`src/rtl/mem_port_arbiter_pkg.sv`:
```
// -----------------------------------------------------------------------------
// mem_port_arbiter_pkg
// Shared types for the unified memory port arbiter:
//   state_t  - arbiter FSM states (IDLE / REQ / WAIT_RSP)
//   owner_t  - which requester owns the port transaction (FE / MEM)
//   payload_w() - width of the latched request payload {we, addr, wdata, be}
// -----------------------------------------------------------------------------
package mem_port_arbiter_pkg;

   typedef enum logic [1:0] {
      ST_IDLE     = 2'd0,
      ST_REQ      = 2'd1,
      ST_WAIT_RSP = 2'd2
   } state_t;

   typedef enum logic {
      OWN_FE  = 1'b0,
      OWN_MEM = 1'b1
   } owner_t;

   // Latched payload layout, MSB first: we, addr, wdata, be
   function automatic int payload_w(input int addr_w, input int data_w);
      return 1 + addr_w + data_w + data_w / 8;
   endfunction

endpackage

```
`src/rtl/mem_port_arbiter_if.sv`:
```
// -----------------------------------------------------------------------------
// mem_port_arbiter_if
// The single memory port shared by fetch and load/store.
//   req_valid / req_ready  request handshake (arbiter -> memory)
//   we, addr, wdata, be    request payload of the granted requester
//   rsp_valid / rsp_data   response from memory
// Modports: master = arbiter side, slave = memory side.
// -----------------------------------------------------------------------------
interface mem_port_arbiter_if #(
   parameter int ADDR_W = 32,
   parameter int DATA_W = 32
);
   logic                  req_valid;
   logic                  req_ready;
   logic                  we;
   logic [ADDR_W-1:0]     addr;
   logic [DATA_W-1:0]     wdata;
   logic [DATA_W/8-1:0]   be;
   logic                  rsp_valid;
   logic [DATA_W-1:0]     rsp_data;

   modport master (
      output req_valid, we, addr, wdata, be,
      input  req_ready, rsp_valid, rsp_data
   );

   modport slave (
      input  req_valid, we, addr, wdata, be,
      output req_ready, rsp_valid, rsp_data
   );
endinterface

```
`src/rtl/mem_arb_grant.sv`:
```
// -----------------------------------------------------------------------------
// mem_arb_grant
// IDLE-state arbitration between fetch (FE) and load/store (MEM).
// MEM has priority; after FE_STARVE_MAX consecutive lost arbitrations FE wins.
// A flush blocks any FE grant in the cycle it is asserted.
// Ports:
//   clk, reset        clock, asynchronous active-high reset
//   in_idle           arbiter FSM is in IDLE (grants only issued then)
//   fe_req_valid      fetch request pending
//   mem_req_valid     load/store request pending
//   flush             fetch redirect
//   grant_fe/mem      one-hot grant for this cycle (combinational)
// -----------------------------------------------------------------------------
module mem_arb_grant #(
   parameter int FE_STARVE_MAX = 4
) (
   input  logic clk,
   input  logic reset,
   input  logic in_idle,
   input  logic fe_req_valid,
   input  logic mem_req_valid,
   input  logic flush,
   output logic grant_fe,
   output logic grant_mem
);
   localparam int CNT_W = (FE_STARVE_MAX < 1) ? 1 : $clog2(FE_STARVE_MAX + 1);
   localparam logic [CNT_W-1:0] STARVE_LIM = CNT_W'(FE_STARVE_MAX);

   logic [CNT_W-1:0] starve_cnt_r;
   logic             fe_ok_s;
   logic             starved_s;

   // Priority decision: starved FE first, then MEM, then FE
   always_comb begin
      fe_ok_s   = fe_req_valid & ~flush;
      starved_s = (starve_cnt_r == STARVE_LIM);
      grant_fe  = 1'b0;
      grant_mem = 1'b0;
      if (in_idle) begin
         if (fe_ok_s && starved_s) begin
            grant_fe = 1'b1;
         end else if (mem_req_valid) begin
            grant_mem = 1'b1;
         end else if (fe_ok_s) begin
            grant_fe = 1'b1;
         end else begin
            grant_fe  = 1'b0;
            grant_mem = 1'b0;
         end
      end else begin
         grant_fe  = 1'b0;
         grant_mem = 1'b0;
      end
   end

   // Count arbitrations FE lost to MEM; any FE grant clears the count
   always_ff @(posedge clk or posedge reset) begin
      if (reset) begin
         starve_cnt_r <= '0;
      end else if (grant_fe) begin
         starve_cnt_r <= '0;
      end else if (grant_mem && fe_req_valid && (starve_cnt_r != STARVE_LIM)) begin
         starve_cnt_r <= starve_cnt_r + CNT_W'(1);
      end
   end
endmodule

```
`src/rtl/mem_port_arbiter.sv`:
```
// -----------------------------------------------------------------------------
// mem_port_arbiter
// Shares one memory port between instruction fetch (FE) and load/store (MEM).
// One transaction outstanding at a time: IDLE -> REQ -> WAIT_RSP -> IDLE.
// The owner's rsp_valid pulses one cycle after the memory response.
// Ports:
//   clk, reset                       clock, asynchronous active-high reset
//   fe_req_*/fe_rsp_*/fe_stall       fetch requester
//   flush                            fetch redirect (drops an in-flight fetch)
//   mem_req_*/mem_rsp_*/mem_stall    load/store requester
//   port                             memory port (mem_port_arbiter_if.master)
//   timeout_err                      sticky transaction-timeout flag
// Optional: define MEM_ARB_PERF_EN to add perf_fe_wait / perf_mem_wait,
//   saturating counts of cycles each stall output is high.
// -----------------------------------------------------------------------------
module mem_port_arbiter
   import mem_port_arbiter_pkg::*;
#(
   parameter int ADDR_W         = 32,
   parameter int DATA_W         = 32,
   parameter int FE_STARVE_MAX  = 4,
   parameter int TIMEOUT_CYCLES = 64
) (
   input  logic                clk,
   input  logic                reset,
   input  logic                fe_req_valid,
   input  logic [ADDR_W-1:0]   fe_req_addr,
   output logic                fe_rsp_valid,
   output logic [DATA_W-1:0]   fe_rsp_data,
   output logic                fe_stall,
   input  logic                flush,
   input  logic                mem_req_valid,
   input  logic                mem_req_we,
   input  logic [ADDR_W-1:0]   mem_req_addr,
   input  logic [DATA_W-1:0]   mem_req_wdata,
   input  logic [DATA_W/8-1:0] mem_req_be,
   output logic                mem_rsp_valid,
   output logic [DATA_W-1:0]   mem_rsp_rdata,
   output logic                mem_stall,
   mem_port_arbiter_if.master  port,
   output logic                timeout_err
`ifdef MEM_ARB_PERF_EN
   ,
   output logic [31:0]         perf_fe_wait,
   output logic [31:0]         perf_mem_wait
`endif
);
   localparam int PAY_W  = payload_w(ADDR_W, DATA_W);
   localparam int WD_LSB = DATA_W / 8;
   localparam int AD_LSB = WD_LSB + DATA_W;
   localparam int WE_BIT = PAY_W - 1;
   localparam int TMO_W  = $clog2(TIMEOUT_CYCLES + 1);
   localparam logic [TMO_W-1:0] TMO_LAST = TMO_W'(TIMEOUT_CYCLES - 1);

   state_t              state_r;
   owner_t              owner_r;
   logic [PAY_W-1:0]    payload_r;
   logic                port_req_valid_r;
   logic                fe_rsp_valid_r;
   logic                mem_rsp_valid_r;
   logic [DATA_W-1:0]   fe_rsp_data_r;
   logic [DATA_W-1:0]   mem_rsp_data_r;
   logic [TMO_W-1:0]    tmo_cnt_r;
   logic                drop_r;
   logic                timeout_err_r;

   logic                grant_fe_s;
   logic                grant_mem_s;
   logic                busy_s;
   logic                expire_s;
   logic                finish_s;
   logic [DATA_W-1:0]   fin_data_s;
   logic                drop_s;

   mem_arb_grant #(.FE_STARVE_MAX(FE_STARVE_MAX)) u_grant (
      .clk           (clk),
      .reset         (reset),
      .in_idle       (state_r == ST_IDLE),
      .fe_req_valid  (fe_req_valid),
      .mem_req_valid (mem_req_valid),
      .flush         (flush),
      .grant_fe      (grant_fe_s),
      .grant_mem     (grant_mem_s)
   );

   // Transaction completion: timeout beats both ready and response
   always_comb begin
      busy_s     = (state_r == ST_REQ) || (state_r == ST_WAIT_RSP);
      expire_s   = busy_s && (tmo_cnt_r == TMO_LAST);
      drop_s     = drop_r | (flush & (owner_r == OWN_FE));
      finish_s   = 1'b0;
      fin_data_s = '0;
      if (expire_s) begin
         finish_s   = 1'b1;
         fin_data_s = '0;
      end else if ((state_r == ST_WAIT_RSP) && port.rsp_valid) begin
         finish_s   = 1'b1;
         fin_data_s = port.rsp_data;
      end else begin
         finish_s   = 1'b0;
         fin_data_s = '0;
      end
   end

   // Arbiter FSM with registered port request and response outputs
   always_ff @(posedge clk or posedge reset) begin
      if (reset) begin
         state_r          <= ST_IDLE;
         owner_r          <= OWN_FE;
         payload_r        <= '0;
         port_req_valid_r <= 1'b0;
         fe_rsp_valid_r   <= 1'b0;
         mem_rsp_valid_r  <= 1'b0;
         fe_rsp_data_r    <= '0;
         mem_rsp_data_r   <= '0;
         tmo_cnt_r        <= '0;
         drop_r           <= 1'b0;
         timeout_err_r    <= 1'b0;
      end else begin
         fe_rsp_valid_r  <= 1'b0;
         mem_rsp_valid_r <= 1'b0;
         case (state_r)
            ST_IDLE: begin
               tmo_cnt_r <= '0;
               drop_r    <= 1'b0;
               if (grant_mem_s) begin
                  owner_r          <= OWN_MEM;
                  payload_r        <= {mem_req_we, mem_req_addr, mem_req_wdata, mem_req_be};
                  port_req_valid_r <= 1'b1;
                  state_r          <= ST_REQ;
               end else if (grant_fe_s) begin
                  owner_r          <= OWN_FE;
                  payload_r        <= {1'b0, fe_req_addr, {DATA_W{1'b0}}, {(DATA_W/8){1'b0}}};
                  port_req_valid_r <= 1'b1;
                  state_r          <= ST_REQ;
               end
            end
            ST_REQ, ST_WAIT_RSP: begin
               tmo_cnt_r <= tmo_cnt_r + TMO_W'(1);
               drop_r    <= drop_s;
               if (finish_s) begin
                  state_r          <= ST_IDLE;
                  port_req_valid_r <= 1'b0;
                  if (expire_s) begin
                     timeout_err_r <= 1'b1;
                  end
                  if (owner_r == OWN_MEM) begin
                     mem_rsp_valid_r <= 1'b1;
                     mem_rsp_data_r  <= fin_data_s;
                  end else if (!drop_s) begin
                     fe_rsp_valid_r  <= 1'b1;
                     fe_rsp_data_r   <= fin_data_s;
                  end
               end else if ((state_r == ST_REQ) && port.req_ready) begin
                  state_r          <= ST_WAIT_RSP;
                  port_req_valid_r <= 1'b0;
               end
            end
            default: begin
               state_r          <= ST_IDLE;
               port_req_valid_r <= 1'b0;
            end
         endcase
      end
   end

   assign port.req_valid = port_req_valid_r;
   assign port.we        = payload_r[WE_BIT];
   assign port.addr      = payload_r[WE_BIT-1:AD_LSB];
   assign port.wdata     = payload_r[AD_LSB-1:WD_LSB];
   assign port.be        = payload_r[WD_LSB-1:0];

   assign fe_rsp_valid  = fe_rsp_valid_r;
   assign fe_rsp_data   = fe_rsp_data_r;
   assign mem_rsp_valid = mem_rsp_valid_r;
   assign mem_rsp_rdata = mem_rsp_data_r;
   assign timeout_err   = timeout_err_r;
   assign fe_stall      = fe_req_valid  & ~fe_rsp_valid_r;
   assign mem_stall     = mem_req_valid & ~mem_rsp_valid_r;

`ifdef MEM_ARB_PERF_EN
   logic [31:0] perf_fe_r;
   logic [31:0] perf_mem_r;

   // Saturating stall-cycle counters
   always_ff @(posedge clk or posedge reset) begin
      if (reset) begin
         perf_fe_r  <= 32'd0;
         perf_mem_r <= 32'd0;
      end else begin
         if (fe_stall && (perf_fe_r != 32'hFFFF_FFFF)) begin
            perf_fe_r <= perf_fe_r + 32'd1;
         end
         if (mem_stall && (perf_mem_r != 32'hFFFF_FFFF)) begin
            perf_mem_r <= perf_mem_r + 32'd1;
         end
      end
   end

   assign perf_fe_wait  = perf_fe_r;
   assign perf_mem_wait = perf_mem_r;
`endif
endmodule
```
`src/flat_wrapper.sv`:
```
// flat-port wrapper written by rule: the top's interface ports become plain ports
module mem_port_arbiter_flat import mem_port_arbiter_pkg::*;
#(
   parameter int ADDR_W         = 32,
   parameter int DATA_W         = 32,
   parameter int FE_STARVE_MAX  = 4,
   parameter int TIMEOUT_CYCLES = 64
)
  (clk, reset, fe_req_valid, fe_req_addr, fe_rsp_valid, fe_rsp_data, fe_stall, flush, mem_req_valid, mem_req_we, mem_req_addr, mem_req_wdata, mem_req_be, mem_rsp_valid, mem_rsp_rdata, mem_stall, timeout_err, port_req_valid, port_we, port_addr, port_wdata, port_be, port_req_ready, port_rsp_valid, port_rsp_data);
  mem_port_arbiter_if #(.ADDR_W(ADDR_W), .DATA_W(DATA_W)) port_i ();
  input  logic clk;
  input  logic reset;
  input  logic fe_req_valid;
  input  logic [ADDR_W-1:0] fe_req_addr;
  output logic fe_rsp_valid;
  output logic [DATA_W-1:0] fe_rsp_data;
  output logic fe_stall;
  input  logic flush;
  input  logic mem_req_valid;
  input  logic mem_req_we;
  input  logic [ADDR_W-1:0] mem_req_addr;
  input  logic [DATA_W-1:0] mem_req_wdata;
  input  logic [DATA_W/8-1:0] mem_req_be;
  output logic mem_rsp_valid;
  output logic [DATA_W-1:0] mem_rsp_rdata;
  output logic mem_stall;
  output logic timeout_err;
  output wire logic [$bits(port_i.req_valid)-1:0] port_req_valid;
  output wire logic [$bits(port_i.we)-1:0] port_we;
  output wire logic [$bits(port_i.addr)-1:0] port_addr;
  output wire logic [$bits(port_i.wdata)-1:0] port_wdata;
  output wire logic [$bits(port_i.be)-1:0] port_be;
  input wire logic [$bits(port_i.req_ready)-1:0] port_req_ready;
  input wire logic [$bits(port_i.rsp_valid)-1:0] port_rsp_valid;
  input wire logic [$bits(port_i.rsp_data)-1:0] port_rsp_data;
  assign port_req_valid = port_i.req_valid;
  assign port_we = port_i.we;
  assign port_addr = port_i.addr;
  assign port_wdata = port_i.wdata;
  assign port_be = port_i.be;
  assign port_i.req_ready = port_req_ready;
  assign port_i.rsp_valid = port_rsp_valid;
  assign port_i.rsp_data = port_rsp_data;
  mem_port_arbiter #(.ADDR_W(ADDR_W), .DATA_W(DATA_W), .FE_STARVE_MAX(FE_STARVE_MAX), .TIMEOUT_CYCLES(TIMEOUT_CYCLES)) u_core (.clk(clk), .reset(reset), .fe_req_valid(fe_req_valid), .fe_req_addr(fe_req_addr), .fe_rsp_valid(fe_rsp_valid), .fe_rsp_data(fe_rsp_data), .fe_stall(fe_stall), .flush(flush), .mem_req_valid(mem_req_valid), .mem_req_we(mem_req_we), .mem_req_addr(mem_req_addr), .mem_req_wdata(mem_req_wdata), .mem_req_be(mem_req_be), .mem_rsp_valid(mem_rsp_valid), .mem_rsp_rdata(mem_rsp_rdata), .mem_stall(mem_stall), .port(port_i), .timeout_err(timeout_err));
endmodule
```
`config.mk`:
```
export PLATFORM = sky130hd
export DESIGN_NAME = mem_port_arbiter_flat
export DESIGN_NICKNAME = d
export VERILOG_FILES = /design/src/rtl/mem_port_arbiter_pkg.sv /design/src/rtl/mem_port_arbiter_if.sv /design/src/rtl/mem_arb_grant.sv /design/src/rtl/mem_port_arbiter.sv /design/src/flat_wrapper.sv
export SDC_FILE = /design/constraint.sdc
export NUM_CORES = 1
export LEC_CHECK = 0
export ABC_AREA = 1
export CORE_MARGIN = 2
export CORE_UTILIZATION = 46
export DETAILED_ROUTE_END_ITERATION = 6
export PLACE_DENSITY = 0.86
export SYNTH_ARGS = -nofsm -noshare
export SYNTH_HDL_FRONTEND = slang
export SYNTH_HIERARCHICAL = 1
export SYNTH_SLANG_ARGS = --single-unit
```
`constraint.sdc`:
```
create_clock -name clk -period 12.7 [get_ports clk]
set_clock_uncertainty 0.15 [all_clocks]
set_input_delay 2.54 -clock clk [delete_from_list [all_inputs] [get_ports clk]]
set_output_delay 2.54 -clock clk [all_outputs]
set_load 0.05 [all_outputs]
```
==> results.toml, run 1 <==
[pwr]
power_frac_comb_pct = 51.9
p_sw_mw = 1.207
power_leakage_nw = 4.348
sequentialPowerShare_pct = 28.5
clkPwrFrac_pct = 19.6
swShare_pct = 46.88
internal_power_mw = 1.368
irDropWorstVdd_uv = 182.6
powerDensity_mw_per_mm2 = 259.9
power_mw = 2.574

[route]
via_per_inst = 5.099
ant_nets = 0
drc = 0
drt_iter0_markers = 415
vias = 5915
drt-total-wl_um = 18790
wl_per_cell_um = 16.20
first_pass_iters = 5

[setup_path]
cp.depth = 4
rr_endpoint = "u_core/payload_r[46]"
slowest_stage = "clkdlybuf4s50_1"
critPathKind = "input port to primary output"
worstSetupEndpoint = "mem_stall"
cp-end-kind = "primary output"
path_delay_family = "buffers and inverters"
critical_path.cell_chain = "clkdlybuf4s50_1 -> inv_1 -> nor2_1 -> clkdlybuf4s50_1"
arrival_ps = 4020
timing.rr.start = "u_core/state_r[0]"
rr_worst_depth = 12
cp_num_buf_inv = 3
cp_common_cell = "clkdlybuf4s50_1"
startpoint_type = "input port"
crit_fanout = 4
slowest_delay_ps = 800
r2r_slack_ps = 8970
cp.required_ps = 10010
startpoint = "mem_req_valid"

[sta]
max_freq_mhz = 148.9
slew_headroom_pct = 28.09
drv_slew = 0
tns_ps = 0
rsz0062_at_grt = "no"
period_share_pct = 52.87
fin_ws_ps = 5986
hold-worst-slack_ps = 316.9
worst_pin_slew_ps = 1077
fin_crit_ps = 6714
final-setup-viol-count = 0
finalHoldViolations = 0

[yosys]
post-synth-top-count-cell = "nand2_1"
synthCells = 713
synth_edf_count = 0
synth_top_area_cell = "dfrtp_1"
ys.flop_type = "dfrtp_1"
netlist.area_leader.share_pct = 57.71
synthArstFlopShare_pct = 100.0
ys_ff_latch = 150
synthTopCellsByArea = "dfrtp_1, nand2_1, nand3_1, o21ai_2, a31oi_1"
yosys_warnings = 6
ys_types = 23
synth_area_mm2 = 0.006504
yosys-top-cells-count = "nand2_1, dfrtp_1, nand3_1"
synth_seq_area_share_pct = 57.71
synth_nets = 860
syn_area_per_cell_um2 = 9.122

[floorplanning]
fp.dieArea_mm2 = 0.01511
die_h_um = 122.9
start_util_pct = 47.04
io_pins = 279
core_area_mm2 = 0.01383
rows = 43
die_w_um = 122.9

[place]
place.gp.congestion = 0.7900
hpwl_um = 13060
pre_cts_ws_ps = 5978
port_buffers = 278

[cts]
cts_buffers = 17
clkTransAtPathRegs_ps = 50
cts_tree = "yes"
cts_resized = 0
post_cts_buffers = 0
numClockSinks = 150
cts.htree.levels = 4
holdBufCountCts = 0
clock-root-buffer = "clkbuf_16"
clockBufferDepth = 2
insertion_delay_ps = 410

[global_route]
grt_overflow = 0
grt_antenna_before_repair = 0
grt_usage_pct = 25.46
grt_max_degree = 76
first_global_vias = 5770
grt_pass1_wl_um = 29390

[flow_run]
drv_cap = 0

[layout]
fill_cells = 1034
drive_gt1_share_pct = 8.163
antenna_cells = 0
nets = 1114
finish.utilization_pct = 71.63
regArea_mm2 = 0.003754
multi_input_area_mm2 = 0.002392
area_growth_pct = 52.29

[status]
status = "finished, final reports clean"

[hold_path]
hp-class = "flip-flop to flip-flop"
## final cells by class
cell class | instances | area share, %
sequential | 150 | 37.90
timing repair buffer | 285 | 28.63
multi-input combinational | 486 | 24.15
clock buffer | 20 | 4.409
tap | 180 | 2.274
clock inverter | 12 | 1.566
inverter | 27 | 1.074
## worst min-delay path by stage
| stage | depth (start not counted) | end | startpoint |
|---|---|---|---|
| 2_1_floorplan | 1 | u_core/tmo_cnt_r[4] | u_core/tmo_cnt_r[4] |
| 3_3_place_gp | 2 | u_core/timeout_err | u_core/timeout_err |
| 3_5_place_dp | 2 | u_core/timeout_err | u_core/timeout_err |
| 4_1_cts | 2 | u_core/timeout_err | u_core/timeout_err |
| 5_1_grt | 2 | u_core/mem_rsp_rdata[8] | u_core/mem_rsp_rdata[8] |
| 6_report | 2 | u_core/timeout_err | u_core/timeout_err |
## power groups by stage
stage	clock network [mW]	registers, mW	logic (mW)
floorplan	0	1.25	0.364
global placement	0	0.734	1.32
detailed placement	0	0.739	1.34
CTS	0.513	0.735	1.34
global route	0.535	0.754	1.42
finish	0.503	0.734	1.34
## registers in the layout (all words and copies together), names as in the netlist
name	cells
u_core/drop_r	1
u_core/mem_rsp_rdata	32
u_core/payload_r	69
u_core/fe_rsp_valid	1
u_core/u_grant/starve_cnt_r	3
u_core/tmo_cnt_r	7
u_core/fe_rsp_data	32
u_core/owner_r	1
u_core/mem_rsp_valid	1
u_core/state_r	2
u_core/timeout_err	1
## per-layer routing
| metal | up-vias | GRT usage (%) | part of all wire, % |
|---|---|---|---|
| li1 | 2888 | - | - |
| met1 | 2757 | 29.24 | 37 |
| met2 | 233 | 42.92 | 50 |
| met3 | 37 | 8.994 | 9.4 |
| met4 | 0 | 11.14 | 3.2 |
| met5 | - | 0 | 0 |
## metrics by stage
stage                     area (µm²)  std cells
after floorplan                 6504        713
after global placement          9313       1128
after detailed placement        9313       1128
after CTS                       9905       1160
after global routing            9905       1160
final                           9905       1160
## cell families (layout without fill, tap and decap cells)
logic type	count (synthesis)	after routing	synth area share, %
buf+inv	77	344	5.983
simple gates	333	333	21.20
compound gates	145	145	13.62
fa+ha+maj	7	7	1.347
flops	150	150	57.71
xor+xnor	1	1	0.1347
## worst register-to-register path, stage by stage (launching register included)
cell and delay [ps]:
dfrtp_1 430, inv_1 100, ha_1 150, buf_4 380, nand2_1 240, a21oi_4 140
buf_4 590, nor2_2 80, buf_4 270, nor2_4 360, buf_4 500, nor2_1 110
a31oi_1 160
## placed cells by master (no fill, tap or decap), types with 3 or more instances in the layout
cell type and instances:
inv_1 25, nand3_2 3, o21ai_1 33, nand3_1 79, nor2_1 46, a21oi_1 7, ha_1 7, bufinv_16 3
clkbuf_1 3, o21ai_0 40, nor3_1 3, nand2_2 3, o21ai_2 31, nand2_1 193, dfrtp_1 150, buf_4 7
clkbuf_16 17, nor2_2 3, clkinvlp_4 5, a31oi_1 32, clkdlybuf4s50_1 278
Note: power is estimated with default switching activity, not from simulation.
==> run 2, diff against run 1 <==
CORE_UTILIZATION = 39   (was 46)
PLACE_DENSITY = 0.78   (was 0.86)
clock period = 5.59 ns   (was 12.7 ns; I/O delays follow)
==> run 2 against run 1 <==
Die area rose by 17%; power rose by 130%; combinational power rose by 130%; largest cell class unchanged; count of clock-buffer cells in the layout rose by 1; highest routed layer unchanged; critical path type unchanged.
==> results.toml, run 2 (synthesized netlist as in run 1, its figures left out) <==
[setup_path]
slowest_stage = "clkdlybuf4s50_1"
critPathKind = "input port to primary output"
slowest_delay_ps = 800
arrival_ps = 2580
crit_fanout = 4
cp_common_cell = "clkdlybuf4s50_1"
r2r_slack_ps = 2160
cp.required_ps = 4320
critical_path.cell_chain = "clkdlybuf4s50_1 -> inv_1 -> nor2_1 -> clkdlybuf4s50_1"
startpoint_type = "input port"
cp-end-kind = "primary output"

[cts]
clkTransAtPathRegs_ps = 60
clockBufferDepth = 2
post_cts_buffers = 0
cts_tree = "yes"
clock-root-buffer = "clkbuf_16"
numClockSinks = 150
insertion_delay_ps = 410
cts_resized = 0
cts.htree.levels = 4
holdBufCountCts = 0
cts_buffers = 17

[sta]
final-setup-viol-count = 0
drv_slew = 0
slew_headroom_pct = 23.52
hold-worst-slack_ps = 330.5
max_freq_mhz = 259.7
tns_ps = 0
finalHoldViolations = 0
period_share_pct = 68.89
worst_pin_slew_ps = 1146
fin_crit_ps = 3851
rsz0062_at_grt = "no"
fin_ws_ps = 1739

[layout]
fill_cells = 1438
largest_register_ffs = 69
regArea_mm2 = 0.003754
layout_common_cells = "clkdlybuf4s50_1, nand2_1, dfrtp_1"
area_growth_pct = 53.19
final_common_cell = "clkdlybuf4s50_1"
design_area_mm2 = 0.009963
drive_gt1_share_pct = 8.461
multi_input_area_mm2 = 0.002392
top_register = "u_core/payload_r"
final_cells = 1204
nets = 1115

[flow_run]
drv_cap = 0

[status]
status = "finished, final reports clean"

[place]
port_buffers = 278
pre_cts_ws_ps = 1607
hpwl_um = 13640
placed_area_mm2 = 0.009370
place.gp.congestion = 0.8097
placedCellCount = 1169

[pwr]
irDropWorstVdd_uv = 470.7
power_leakage_nw = 4.355
powerDensity_mw_per_mm2 = 585.4

[global_route]
grt_usage_pct = 22.14
grt_pass1_wl_um = 30590
grt_antenna_before_repair = 3
first_global_vias = 5892
grt_overflow = 0
grt_max_degree = 89

[floorplanning]
die_w_um = 133.1
core_area_mm2 = 0.01647
io_pins = 279
die_h_um = 133.1
rows = 47
start_util_pct = 39.50
fp.dieArea_mm2 = 0.01772

[route]
ant_nets = 0
wl_per_cell_um = 16.06
drc = 0
drt-total-wl_um = 19340
via_per_inst = 4.924
vias = 5928
drt_iter0_markers = 299
first_pass_iters = 5

[hold_path]
hp-class = "flip-flop to flip-flop"
run 2: metrics by stage:
stage	utilization, %	power [mW]
finish	60.51	5.833
global route	60.51	6.135
CTS	60.46	5.890
detailed placement	56.91	4.733
global placement	56.91	4.689
floorplan	-	3.665
run 2: report_power, final:
group | internal [mW] | switching, mW | leakage, nW
combinational | 0.951 | 2.09 | 2.14
clock | 0.657 | 0.471 | 0.275
sequential | 1.46 | 0.210 | 1.94
run 2: final timing paths:
path,cells after the start,endpoint,from
min in group asynchronous,2,u_core/u_grant/starve_cnt_r[0],reset
worst min-delay path,2,u_core/fe_rsp_data[29],u_core/fe_rsp_data[29]
worst max-delay path,4,mem_stall,mem_req_valid
worst min register to register,2,u_core/fe_rsp_data[29],u_core/fe_rsp_data[29]
worst max register to register,9,u_core/payload_r[48],u_core/state_r[0]
max in group asynchronous,3,u_core/payload_r[40],reset
run 2: critical path, delay by kind of cell:
kind	cells	cell delay, ps
AND/OR/NAND/NOR	1	80
buffers and inverters	3	1380
run 2: area by class of cell:
class,count,share of cell area [%]
sequential,150,37.67
inverter,27,1.067
clock buffer,21,4.722
timing repair buffer,286,28.53
multi-input combinational,486,24.01
clock inverter,11,1.155
tap,220,2.763
antenna,3,0.07535
run 2: per-layer routing:
| metal | GRT usage, % | routed length [µm] |
|---|---|---|
| met3 | 7.154 | 1528 |
| met2 | 38.08 | 9801 |
| met5 | 0 | 0 |
| met1 | 25.77 | 7580 |
| met4 | 8.747 | 427 |
